$ cat config.mk
export PLATFORM = sky130hd
export DESIGN_NAME = regfile_wb_arbiter
export DESIGN_NICKNAME = d
export VERILOG_FILES = /design/src/rtl/regfile_wb_arbiter.sv
export SDC_FILE = /design/constraint.sdc
export NUM_CORES = 1
export LEC_CHECK = 0
export BUFFER_PORTS_ARGS = -buffer_cell sky130_fd_sc_hd__clkbuf_2
export CELL_PAD_IN_SITES_DETAIL_PLACEMENT = 1
export CELL_PAD_IN_SITES_GLOBAL_PLACEMENT = 1
export CORE_ASPECT_RATIO = 0.7
export CORE_UTILIZATION = 38
export CTS_CLUSTER_SIZE = 25
export DETAILED_ROUTE_END_ITERATION = 10
export PLACE_DENSITY = 0.81
export SLEW_MARGIN = 10
export SYNTH_ARGS = -nofsm -noshare
export SYNTH_HDL_FRONTEND = slang
export SYNTH_SLANG_ARGS = --single-unit
$ cat constraint.sdc
create_clock -name clk -period 2.3 [get_ports clk]
set_input_delay 0.23 -clock clk [delete_from_list [all_inputs] [get_ports clk]]
set_output_delay 0.23 -clock clk [all_outputs]
set_load 0.005 [all_outputs]
$ cat src/rtl/regfile_wb_arbiter.sv
// Purpose: merges ALU and buffered mul/div writebacks onto the single register file write port, with a pending-destination scoreboard.
// Latency: an ALU request appears on Regwr one cycle later; a mul/div result pops at the edge after its push at the earliest.
// Backpressure: md_ready = !full; after STARVE_MAX lost cycles alu_stall forces one FIFO pop, and an ALU write during that cycle is dropped.
module regfile_wb_arbiter #(
    parameter int MD_DEPTH   = 2,
    parameter int STARVE_MAX = 4
) (
    input  logic        clk,
    input  logic        rst_n,
    input  logic        alu_we,
    input  logic [4:0]  alu_waddr,
    input  logic [31:0] alu_wdata,
    input  logic        md_issue,
    input  logic [4:0]  md_issue_rd,
    input  logic        md_valid,
    output logic        md_ready,
    input  logic [4:0]  md_waddr,
    input  logic [31:0] md_wdata,
    output logic        Regwr,
    output logic [4:0]  w_Reg,
    output logic [31:0] w_data,
    output logic [31:0] pending,
    output logic        alu_stall,
    output logic        err
);

    localparam int AW = $clog2(MD_DEPTH);
    localparam int CW = $clog2(STARVE_MAX + 1);

    typedef struct packed {
        logic [4:0]  addr;
        logic [31:0] data;
    } md_ent_t;

    md_ent_t        mem_q [MD_DEPTH];
    logic [AW:0]    wr_ptr_q, wr_ptr_d;
    logic [AW:0]    rd_ptr_q, rd_ptr_d;
    logic [CW-1:0]  starve_q, starve_d;
    logic           stall_q, stall_d;
    logic           regwr_q, regwr_d;
    logic [4:0]     w_reg_q, w_reg_d;
    logic [31:0]    w_data_q, w_data_d;
    logic [31:0]    pending_q, pending_d;
    logic           err_q, err_d;

    logic           empty, full;
    logic           push_store, alu_win, pop;
    md_ent_t        head;

    // The extra pointer MSB tells full from empty when the indices match.
    assign empty      = (wr_ptr_q == rd_ptr_q);
    assign full       = (wr_ptr_q[AW-1:0] == rd_ptr_q[AW-1:0]) && (wr_ptr_q[AW] != rd_ptr_q[AW]);
    assign md_ready   = !full;
    // A result for r0 completes its handshake but occupies no slot.
    assign push_store = md_valid && !full && (md_waddr != 5'd0);
    // During the stall cycle the ALU can never win, so a non-empty FIFO pops.
    assign alu_win    = !stall_q && alu_we && (alu_waddr != 5'd0);
    assign pop        = !alu_win && !empty;
    assign head       = mem_q[rd_ptr_q[AW-1:0]];

    assign Regwr      = regwr_q;
    assign w_Reg      = w_reg_q;
    assign w_data     = w_data_q;
    assign pending    = pending_q;
    assign alu_stall  = stall_q;
    assign err        = err_q;

    // Result storage; contents are meaningless until the write pointer covers them.
    always_ff @(posedge clk) begin
        if (push_store) begin
            mem_q[wr_ptr_q[AW-1:0]] <= {md_waddr, md_wdata};
        end
    end

    // Next-state: pointers, write port, scoreboard, starvation and error tracking.
    always_comb begin
        wr_ptr_d  = wr_ptr_q + {{AW{1'b0}}, push_store};
        rd_ptr_d  = rd_ptr_q + {{AW{1'b0}}, pop};
        regwr_d   = alu_win || pop;
        w_reg_d   = w_reg_q;
        w_data_d  = w_data_q;
        pending_d = pending_q;
        starve_d  = starve_q;
        stall_d   = 1'b0;

        if (alu_win) begin
            w_reg_d  = alu_waddr;
            w_data_d = alu_wdata;
        end else if (pop) begin
            w_reg_d  = head.addr;
            w_data_d = head.data;
        end

        // Clear first so that a same-cycle issue to the same register wins.
        if (pop) begin
            pending_d[head.addr] = 1'b0;
        end
        if (md_issue && (md_issue_rd != 5'd0)) begin
            pending_d[md_issue_rd] = 1'b1;
        end
        pending_d[0] = 1'b0;

        // Non-empty and not popping means the ALU took the port this cycle.
        if (empty || pop) begin
            starve_d = '0;
        end else if (starve_q == CW'(STARVE_MAX - 1)) begin
            starve_d = '0;
            stall_d  = 1'b1;
        end else begin
            starve_d = starve_q + 1'b1;
        end

        err_d = err_q
              | (stall_q && alu_we)
              | (alu_win && pending_q[alu_waddr])
              | (md_valid && full);
    end

    // State registers; reset discards queued results and any in-flight write.
    always_ff @(posedge clk or negedge rst_n) begin
        if (!rst_n) begin
            wr_ptr_q  <= '0;
            rd_ptr_q  <= '0;
            starve_q  <= '0;
            stall_q   <= 1'b0;
            regwr_q   <= 1'b0;
            w_reg_q   <= 5'd0;
            w_data_q  <= 32'd0;
            pending_q <= 32'd0;
            err_q     <= 1'b0;
        end else begin
            wr_ptr_q  <= wr_ptr_d;
            rd_ptr_q  <= rd_ptr_d;
            starve_q  <= starve_d;
            stall_q   <= stall_d;
            regwr_q   <= regwr_d;
            w_reg_q   <= w_reg_d;
            w_data_q  <= w_data_d;
            pending_q <= pending_d;
            err_q     <= err_d;
        end
    end

endmodule

; After elaboration in Yosys (flattened, before gate mapping)
; Memories as Yosys holds them, arrays and structs flattened.
; Index checks and enable logic that the tools add are counted.
[op_classes]
n_eq_ne = 4
n_bitwise = 6
mux = 18
n_lt_le_gt_ge = 5
reduce_logical = 22
n_addsub = 3
[ops]
columns = op, n
row1 = 32-bit two-way mux, 4
row2 = 32-bit AND, 1
row3 = 32-bit inverter, 1
row4 = 32-bit bitwise OR, 1
row5 = "5-bit by 6-bit < comparator with 1-bit output, second input constant", 3
row6 = 5-bit nonzero test, 3
row7 = 1-bit logical AND, 12
row8 = 1-bit demux with 5-bit select, 2
row9 = "5-bit by 1-bit greater-or-equal comparator with 1-bit output, second input constant", 2
row10 = 5-bit two-way mux, 2
row11 = 1-bit two-way mux, 7
row12 = 3-bit two-way mux, 2
row13 = 1-bit binary-select mux with 5-bit select, 1
row14 = 2-bit by 1-bit adder with 2-bit output, 2
row15 = 1-bit logical NOT, 4
row16 = "3-bit by 1-bit adder with 3-bit output, second input constant", 1
row17 = "3-bit by 2-bit equality test with 1-bit output, second input constant", 1
row18 = 1-bit bitwise OR, 3
row19 = 2-bit equality test, 1
row20 = 1-bit logical OR, 2
row21 = 2-bit nonzero test, 1
row22 = 1-bit equality test, 1
row23 = 1-bit inequality test, 1
[word_totals]
mem_bits_rw = 74
reg_bits = 78
memories = 1
out_inout_bits = 73
wordCells = 68
[memory_table]
columns = memory, words, width, rd, rd_ports_with_merged_regs, wr, line
row1 = mem_q, 2, 37, 1, 0, 1, 35  ; md_ent_t mem_q [MD_DEPTH];

; Longest topological paths before layout
; Gate-level depths: netlist of run 1.
; An unclocked memory read counts as a cell.
[logic_depth]
depth_word = 10
mapped_depth = 8

; Least setup slack after synthesis of run 1
; Ideal clock, no wire load.
[synth_timing]
path_type = flip-flop to flip-flop
startpoint = register wr_ptr_q[1]
endpoint = memory mem_q[1][0] (netlist name) (enable)
slack_ps = -11
required_time_ps = 1901
setup_ps = 399
arrival_time_ps = 1911
path_stages_with_launch = 5
synth_period_minus_slack_ps = 2311
path_cell_list = dfrtp_1 > xnor2_1 > nor2_1 > nor2_1 > ha_1
[synth_between]
elab_chain_cells = 7
[synth_rtl]
columns = element, line
row1 = from (decl), 36  ; logic [AW:0] wr_ptr_q, wr_ptr_d;
row2 = from (signal assigned), 132  ; wr_ptr_q <= wr_ptr_d;
row3 = 1-bit inequality test, 52  ; assign full = (wr_ptr_q[AW-1:0] == rd_ptr_q[AW-1:0]) && (wr_ptr_q[AW] != rd_ptr_q[AW]);
row4 = 1-bit logical AND, 52
row5 = 1-bit logical NOT, 55  ; assign push_store = md_valid && !full && (md_waddr != 5'd0);
row6 = 1-bit logical AND (2 in series), 55
row7 = 1-bit two-way mux, 70  ; if (push_store) begin
row8 = 1-bit two-way mux (not written as such), 71  ; mem_q[wr_ptr_q[AW-1:0]] <= {md_waddr, md_wdata};
row9 = to (decl), 35
; Every way passes these cells.

; Worst setup path after layout of run 1
[layout_timing]
startpoint = register wr_ptr_q[1]
endpoint = memory mem_q[1][19] (netlist name) (enable)
; Same word-level chain as after synthesis.

==> qor.txt, run 1 <==
die area: 18100 µm²
reg2reg path depth: 4
Crit path largest cell delay: 0.87 ns
Die X-Extent: 160 µm
Post-Route Setup TNS: 0 ns
antenna-violating nets left: 0
GRT met2 Usage: 35.1%
min-delay src: md_wdata[17]
Main synth FF type: dfrtp_1
root buffer cell: clkbuf_16
Lkg Pwr: 3.49 nW
DR vias: 5273
core area: 17200 µm²
post-place setup slack: 0.0432 ns
P&R area growth vs syn: 27.6%
worst setup path startpoint: wr_ptr_q[1]$_DFF_PN0_
reg-to-reg critical path endpoint: mem_q[1][19]$_DFFE_PP_
antenna violations before repair: 0
crit-path max FO: 38
detailed placement HPWL: 13.3 mm
total iterations of the first detailed-routing run: 4
Starting DRT DRC Count: 365
Seq/Total Area, Yosys: 62.6%
Initial Utilization: 38.8%
Ports: 157
drt wl/cell: 20.0 µm
fillers: 1882
yosys warns: 0
ratio of cells with drive above 1 in the final layout: 29.5%
# setup viols final: 0
number of max-cap violations: 0
clk sinks: 152
Max H-tree Level: 4
slowest CP cell: ha_2
R2R Setup Slk: 0.07 ns
worst skew pair latency: 0.43 ns
Die Y: 113 µm
grt total ovfl: 0
largest net degree at the start of global routing: 57
CTS tree: built
Cell Area, Synth: 6660 µm²
worst setup margin: 0.0741 ns
via/cell ratio: 5.48
worst path cell trace: xnor2_1, nor2_1, nor2_1, ha_2
Setup crit end kind: flip-flop
DRC errors left: 0
FMAX: 449 MHz
reg2reg start: wr_ptr_q[1]$_DFF_PN0_
skew final: 0.0200 ns
Hold Path Cell Cnt: 1
met3 Use GR: 5.10%
Hold Violations, Final: 0
count of cell types in the netlist: 49
GPL Wtd Cong: 0.833
required time of the worst setup path: 2.33 ns
CP arrival: 2.25 ns
CTS buffer count: 17
EDFF count, synth: 74
Cells after Synth: 542
Rel. slew slack: 33.2%
vias in the first global route: 5447
critical path type: reg2reg
M1 GR Usage: 29.4%
clk slew on worst S/H paths: 0.06 ns
status: completed
All-Layer GR Usage: 21.8%
startpoint type of the worst setup path: flip-flop
PwrDens: 1430 nW/µm²
Most Frequent Cell on Critical Path: nor2_1
post-synthesis async set-or-reset flop share: 51.3%
unrepaired setup endpoints after global routing: true
Worst Max-Slew Pin Slew: 1.00 ns
Max IR drop VDD: 0.459 mV
nets: 806
final slew viol count: 0
port buffer count: 155
first-pass GRT wire length: 30.0 mm
worst hold-check path type: in2reg
syn_area_per_cell: 12.3 µm²
# Post-CTS Setup Buffers: 0
Clock Tree Buf Depth: 2
crit path time final: 2.23 ns
Most Used Layer, Global Route: met2
Core Rows: 40
Worst Hold End: mem_q[0][17]$_DFFE_PP_
Ant. Diodes: 0
#FFs+latches synth: 152
routed wire length: 19.3 mm
period utilization: 96.8%
Syn Nets: 630
## logic make-up after synthesis
group / count (synthesis) / share of synthesized area, %
xor+xnor: 6 / 0.789
buf+inv: 40 / 3.29
compound gates: 160 / 17.0
other cells: 1 / 0.0563
simple gates: 160 / 12.2
fa+ha+maj: 4 / 0.751
flops: 152 / 62.6
mux: 19 / 3.30
## how the worst max path moves through the flow
stage               depth (start not counted)                     end
floorplan                                   4   mem_q[0][0]$_DFFE_PP_
global placement                            4  mem_q[1][12]$_DFFE_PP_
detailed placement                          4  mem_q[0][14]$_DFFE_PP_
CTS                                         4  mem_q[1][17]$_DFFE_PP_
global route                                4  mem_q[1][36]$_DFFE_PP_
finish                                      4  mem_q[1][19]$_DFFE_PP_
## per-stage QoR
step           util [%]  cell area [µm²]  cells  hold WS [ns]  total power, W
6_report           49.5             8500    962       0.00705          0.0122
5_1_grt            49.5             8500    962       0.00414          0.0128
4_1_cts            49.5             8500    962      0.000772          0.0122
2_1_floorplan         -             6670    542       -0.0656         0.00735
3_5_place_dp       44.8             7680    907         0.259         0.00931
3_3_place_gp       44.8             7680    907         0.244         0.00897
## registers in the layout, summed over array words and instances, names as in the netlist
name,count
pending,31
w_data,32
w_Reg,5
rd_ptr_q,2
err,1
mem_q,74
alu_stall,1
starve_q,3
wr_ptr_q,2
Regwr,1
## routing by layer
metal,vias up,routed length [µm]
met5,-,0
met1,2672,8740
met3,16,1030
li1,2412,-
met2,173,9300
met4,0,202
## placed cells by master, fill, tap and decap left out, types with 3 or more instances in the layout
master / synthesis / layout
clkbuf_2: 0 / 154
dfrtp_1: 78 / 77
edfxtp_1: 74 / 74
nand2_1: 46 / 46
nor2_1: 42 / 42
o21ai_0: 40 / 40
nor2b_1: 38 / 38
o31ai_1: 35 / 35
a211oi_1: 35 / 35
o41ai_1: 30 / 30
dlygate4sd3_1: 0 / 23
clkbuf_16: 0 / 17
buf_4: 2 / 13
mux2i_1: 13 / 12
o21ai_1: 7 / 7
nand3_1: 5 / 5
nand3b_1: 5 / 5
inv_1: 5 / 5
xor2_1: 4 / 4
mux2_2: 4 / 4
clkinv_2: 0 / 4
nor3b_1: 3 / 3
and3b_1: 3 / 3
nand2b_1: 3 / 3
a22oi_1: 3 / 3
bufinv_16: 0 / 3
clkbuf_1: 9 / 3
clkinvlp_4: 0 / 3
## synth_stat cells (all sizes together) (2+ instances only)
cell    number  area (µm²)
nor3         2        15.0
a22oi        3        22.5
inv          5        18.8
xor2         4        35.0
or3b         2        17.5
nor4b        2        17.5
o41ai       31         279
mux2         4        45.0
mux4         2        45.0
nand2       47         179
and3b        3        26.3
and3         2        12.5
nor2        43         164
nand3b       5        37.5
buf         26         166
o21ai       47         235
edfxtp      74        2220
xnor2        2        17.5
nor2b       38         238
o31ai       35         263
nand3        5        25.0
a21oi        2        10.0
mux2i       13         130
clkbuf       9        33.8
nand2b       3        18.8
dfrtp       78        1950
nor3b        3        22.5
a211oi      35         263
ha           4        50.1
## power by group
group | switching [W] | internal, W
logic | 0.00294 | 0.00175
clock network | 0.00110 | 0.00170
registers | 0.000644 | 0.00401
## worst max-delay path, delay by kind of cell (launching register included)
family,cells,cell delay [ns]
xor+xnor,1,0.23
fa+ha+maj,1,0.87
flops,1,0.43
simple gates,2,0.28
## final cells by class
| type | instances | area [µm²] | area share [%] |
|---|---|---|---|
| clock inverter | 12 | 150 | 1.77 |
| inverter | 5 | 18.8 | 0.221 |
| clock buffer | 20 | 437 | 5.13 |
| tap | 231 | 289 | 3.40 |
| timing repair buffer | 192 | 1140 | 13.4 |
| multi-input combinational | 350 | 2300 | 27.0 |
| sequential | 152 | 4180 | 49.1 |
## what timing repair did
action                     in CTS  in global routing
hold endpoints to repair       78                  0
resized for setup               0                  1
setup endpoints to repair       0                 76
hold buffers                   23                  0
Power figures use the tool's default switching activity.
==> run 2, diff against run 1 <==
- CORE_UTILIZATION: 38 -> 46
- MAX_ROUTING_LAYER: default -> met4
- PLACE_DENSITY: 0.81 -> 0.91
- clock period: 2.3 -> 2.7 ns (I/O delays scaled with it)
==> run 2 against run 1 <==
The run now ends with hold timing left. Count of clock-buffer cells in the layout shrank 1. Sequential cell count is the same. Clock power decreased by 3%. Worst hold slack got worse by 0.0098 ns. Die area down 17%. Sequential power shrank 13%. Critical endpoint is now pending[27]$_DFF_PN0_. Largest cell class unchanged. Largest power group is now sequential cells.
==> qor.txt, run 2 (synthesis results as in run 1) <==
routed wire length: 21.2 mm (+9.7%)
worst hold slack: -0.00279 ns (-0.00983 ns)
nets: 779 (-3.3%)
Die X-Extent: 146 µm (-9.0%)
clk sinks: 152 (unchanged)
core area: 14000 µm² (-18%)
commonest non-fill, non-tap cell in the layout: clkbuf_2
reg2reg path depth: 5 (+1)
number of max-cap violations: 0 (unchanged)
GPL Wtd Cong: 0.904 (+8.5%)
# setup viols final: 0 (unchanged)
required time of the worst setup path: 2.97 ns (+0.64 ns)
detailed placement HPWL: 14.2 mm (+6.1%)
failing checks: hold timing
Ant. Diodes: 0 (unchanged)
Clock Tree Buf Depth: 2 (unchanged)
fillers: 1490 (-21%)
FMAX: 396 MHz (-12%)
CP arrival: 2.79 ns (+0.54 ns)
Lkg Pwr: 3.42 nW (-2.1%)
critical path type: reg2reg
Hold Violations, Final: 1 (+1)
grt total ovfl: 0 (unchanged)
# Post-CTS Setup Buffers: 0 (unchanged)
WL met3: 1.45 mm (+41%)
ratio of cells with drive above 1 in the final layout: 30.1% (+0.57 points)
DR vias: 5367 (+1.8%)
clk slew on worst S/H paths: 0.07 ns (about the same)
Top Layer Used: met4
unrepaired setup endpoints after global routing: false
vias in the first global route: 5718 (+5.0%)
crit path time final: 2.52 ns (+0.298 ns)
met1 WL: 8.74 mm (about the same)
largest net degree at the start of global routing: 79 (+39%)
total power draw: 0.0108 W (-12%)
hold_buf cts: 0 (-100%)
met2 wire length: 10.4 mm (+12%)
Setup crit end kind: flip-flop
via/cell ratio: 6.00 (+9.5%)
total iterations of the first detailed-routing run: 5 (+1)
status: finished, violations left
crit-path max FO: 24 (-37%)
CTS tree: built
reg-to-reg critical path endpoint: pending[27]$_DFF_PN0_
skew final: 0.00822 ns (-0.0118 ns)
Max H-tree Level: 4 (unchanged)
period utilization: 93.5% (-3.3 points)
commonest non-fill, non-tap cells in the layout: clkbuf_2 (154), dfrtp_1 (77), edfxtp_1 (74)
Core Rows: 36 (-10%)
Worst Max-Slew Pin Slew: 1.05 ns (+0.0426 ns)
P&R area growth vs syn: 23.9%
Max IR drop VDD: 0.653 mV (+42%)
reg2reg start: rd_ptr_q[0]$_DFF_PN0_
PwrDens: 1300 nW/µm² (-8.9%)
R2R Setup Slk: 0.18 ns (+0.10 ns)
CTS buffer count: 17 (unchanged)
Largest register FFs: 74 (unchanged)
Initial Utilization: 47.6% (+8.8 points)
Post-Route Setup TNS: 0 ns (unchanged)
worst hold-check path type: in2async
post-CTS sizing: 0 (unchanged)
Die Y: 103 µm (-8.9%)
antenna-violating nets left: 0 (unchanged)
startpoint type of the worst setup path: flip-flop
die area: 15000 µm² (-17%)
All-Layer GR Usage: 30.3% (+8.6 points)
Starting DRT DRC Count: 389 (+6.6%)
DRC errors left: 0 (unchanged)
worst skew pair latency: 0.44 ns (about the same)
port buffer count: 155 (unchanged)
first-pass GRT wire length: 32.6 mm (+8.7%)
Ports: 157 (unchanged)
antenna violations before repair: 0 (unchanged)
root buffer cell: clkbuf_16
final slew viol count: 0 (unchanged)
drt wl/cell: 23.7 µm (+18%)
Rel. slew slack: 30.3% (-2.8 points)
[run 2: cell types whose count changed in the layout (fill, tap and decap cells not counted), moves of 2 or more]
cell,before,now
buf_4,13,10
bufinv_16,3,6
clkbuf_1,3,1
clkinvlp_4,3,1
dlygate4sd3_1,23,0
[run 2: per-stage QoR]
stage | area, µm² | utilization [%] | cells | setup WS [ns]
floorplan | 6660 | - | 542 | 0.389
global placement | 7590 | 54.2 | 862 | 0.509
detailed placement | 7590 | 54.2 | 862 | 0.386
CTS | 8260 | 58.9 | 894 | 0.210
global route | 8260 | 58.9 | 894 | 0.0706
finish | 8260 | 58.9 | 894 | 0.176
[run 2: cell type report]
cell class	count	area (µm²)	area share [%]
timing repair buffer	165	866	10.5
clock inverter	13	224	2.71
clock buffer	19	443	5.36
tap	190	238	2.88
multi-input combinational	350	2290	27.8
sequential	152	4180	50.6
inverter	5	18.8	0.227
[run 2: worst max-delay path by stage]
stage                            endpoint  depth (start not counted)                  start
floorplan           mem_q[1][0]$_DFFE_PP_                          4  wr_ptr_q[1]$_DFF_PN0_
global placement    mem_q[0][1]$_DFFE_PP_                          5  rd_ptr_q[0]$_DFF_PN0_
detailed placement  mem_q[0][2]$_DFFE_PP_                          5  rd_ptr_q[0]$_DFF_PN0_
CTS                 pending[27]$_DFF_PN0_                          5  rd_ptr_q[0]$_DFF_PN0_
global route        pending[27]$_DFF_PN0_                          5  rd_ptr_q[0]$_DFF_PN0_
finish              pending[27]$_DFF_PN0_                          5  rd_ptr_q[0]$_DFF_PN0_
[run 2: where the power goes]
part	leakage (nW)	internal (W)	total, W	switching (W)
registers	1.62	0.00341	0.00404	0.000632
logic	1.47	0.00140	0.00399	0.00259
clock network	0.325	0.00175	0.00272	0.000968
[run 2: layer usage]
metal / vias to the layer above / global-route usage (%)
met3: 50 / 7.74
met1: 2721 / 37.1
met5: - / -
li1: 2358 / -
met2: 238 / 48.5
met4: 0 / 12.9
[run 2: worst max-delay path: stages, from the launching register on]
cell	delay, ns
dfrtp_2	0.54
buf_4	0.33
mux2i_1	0.51
o21ai_1	0.30
o41ai_1	0.44
o21ai_0	0.23
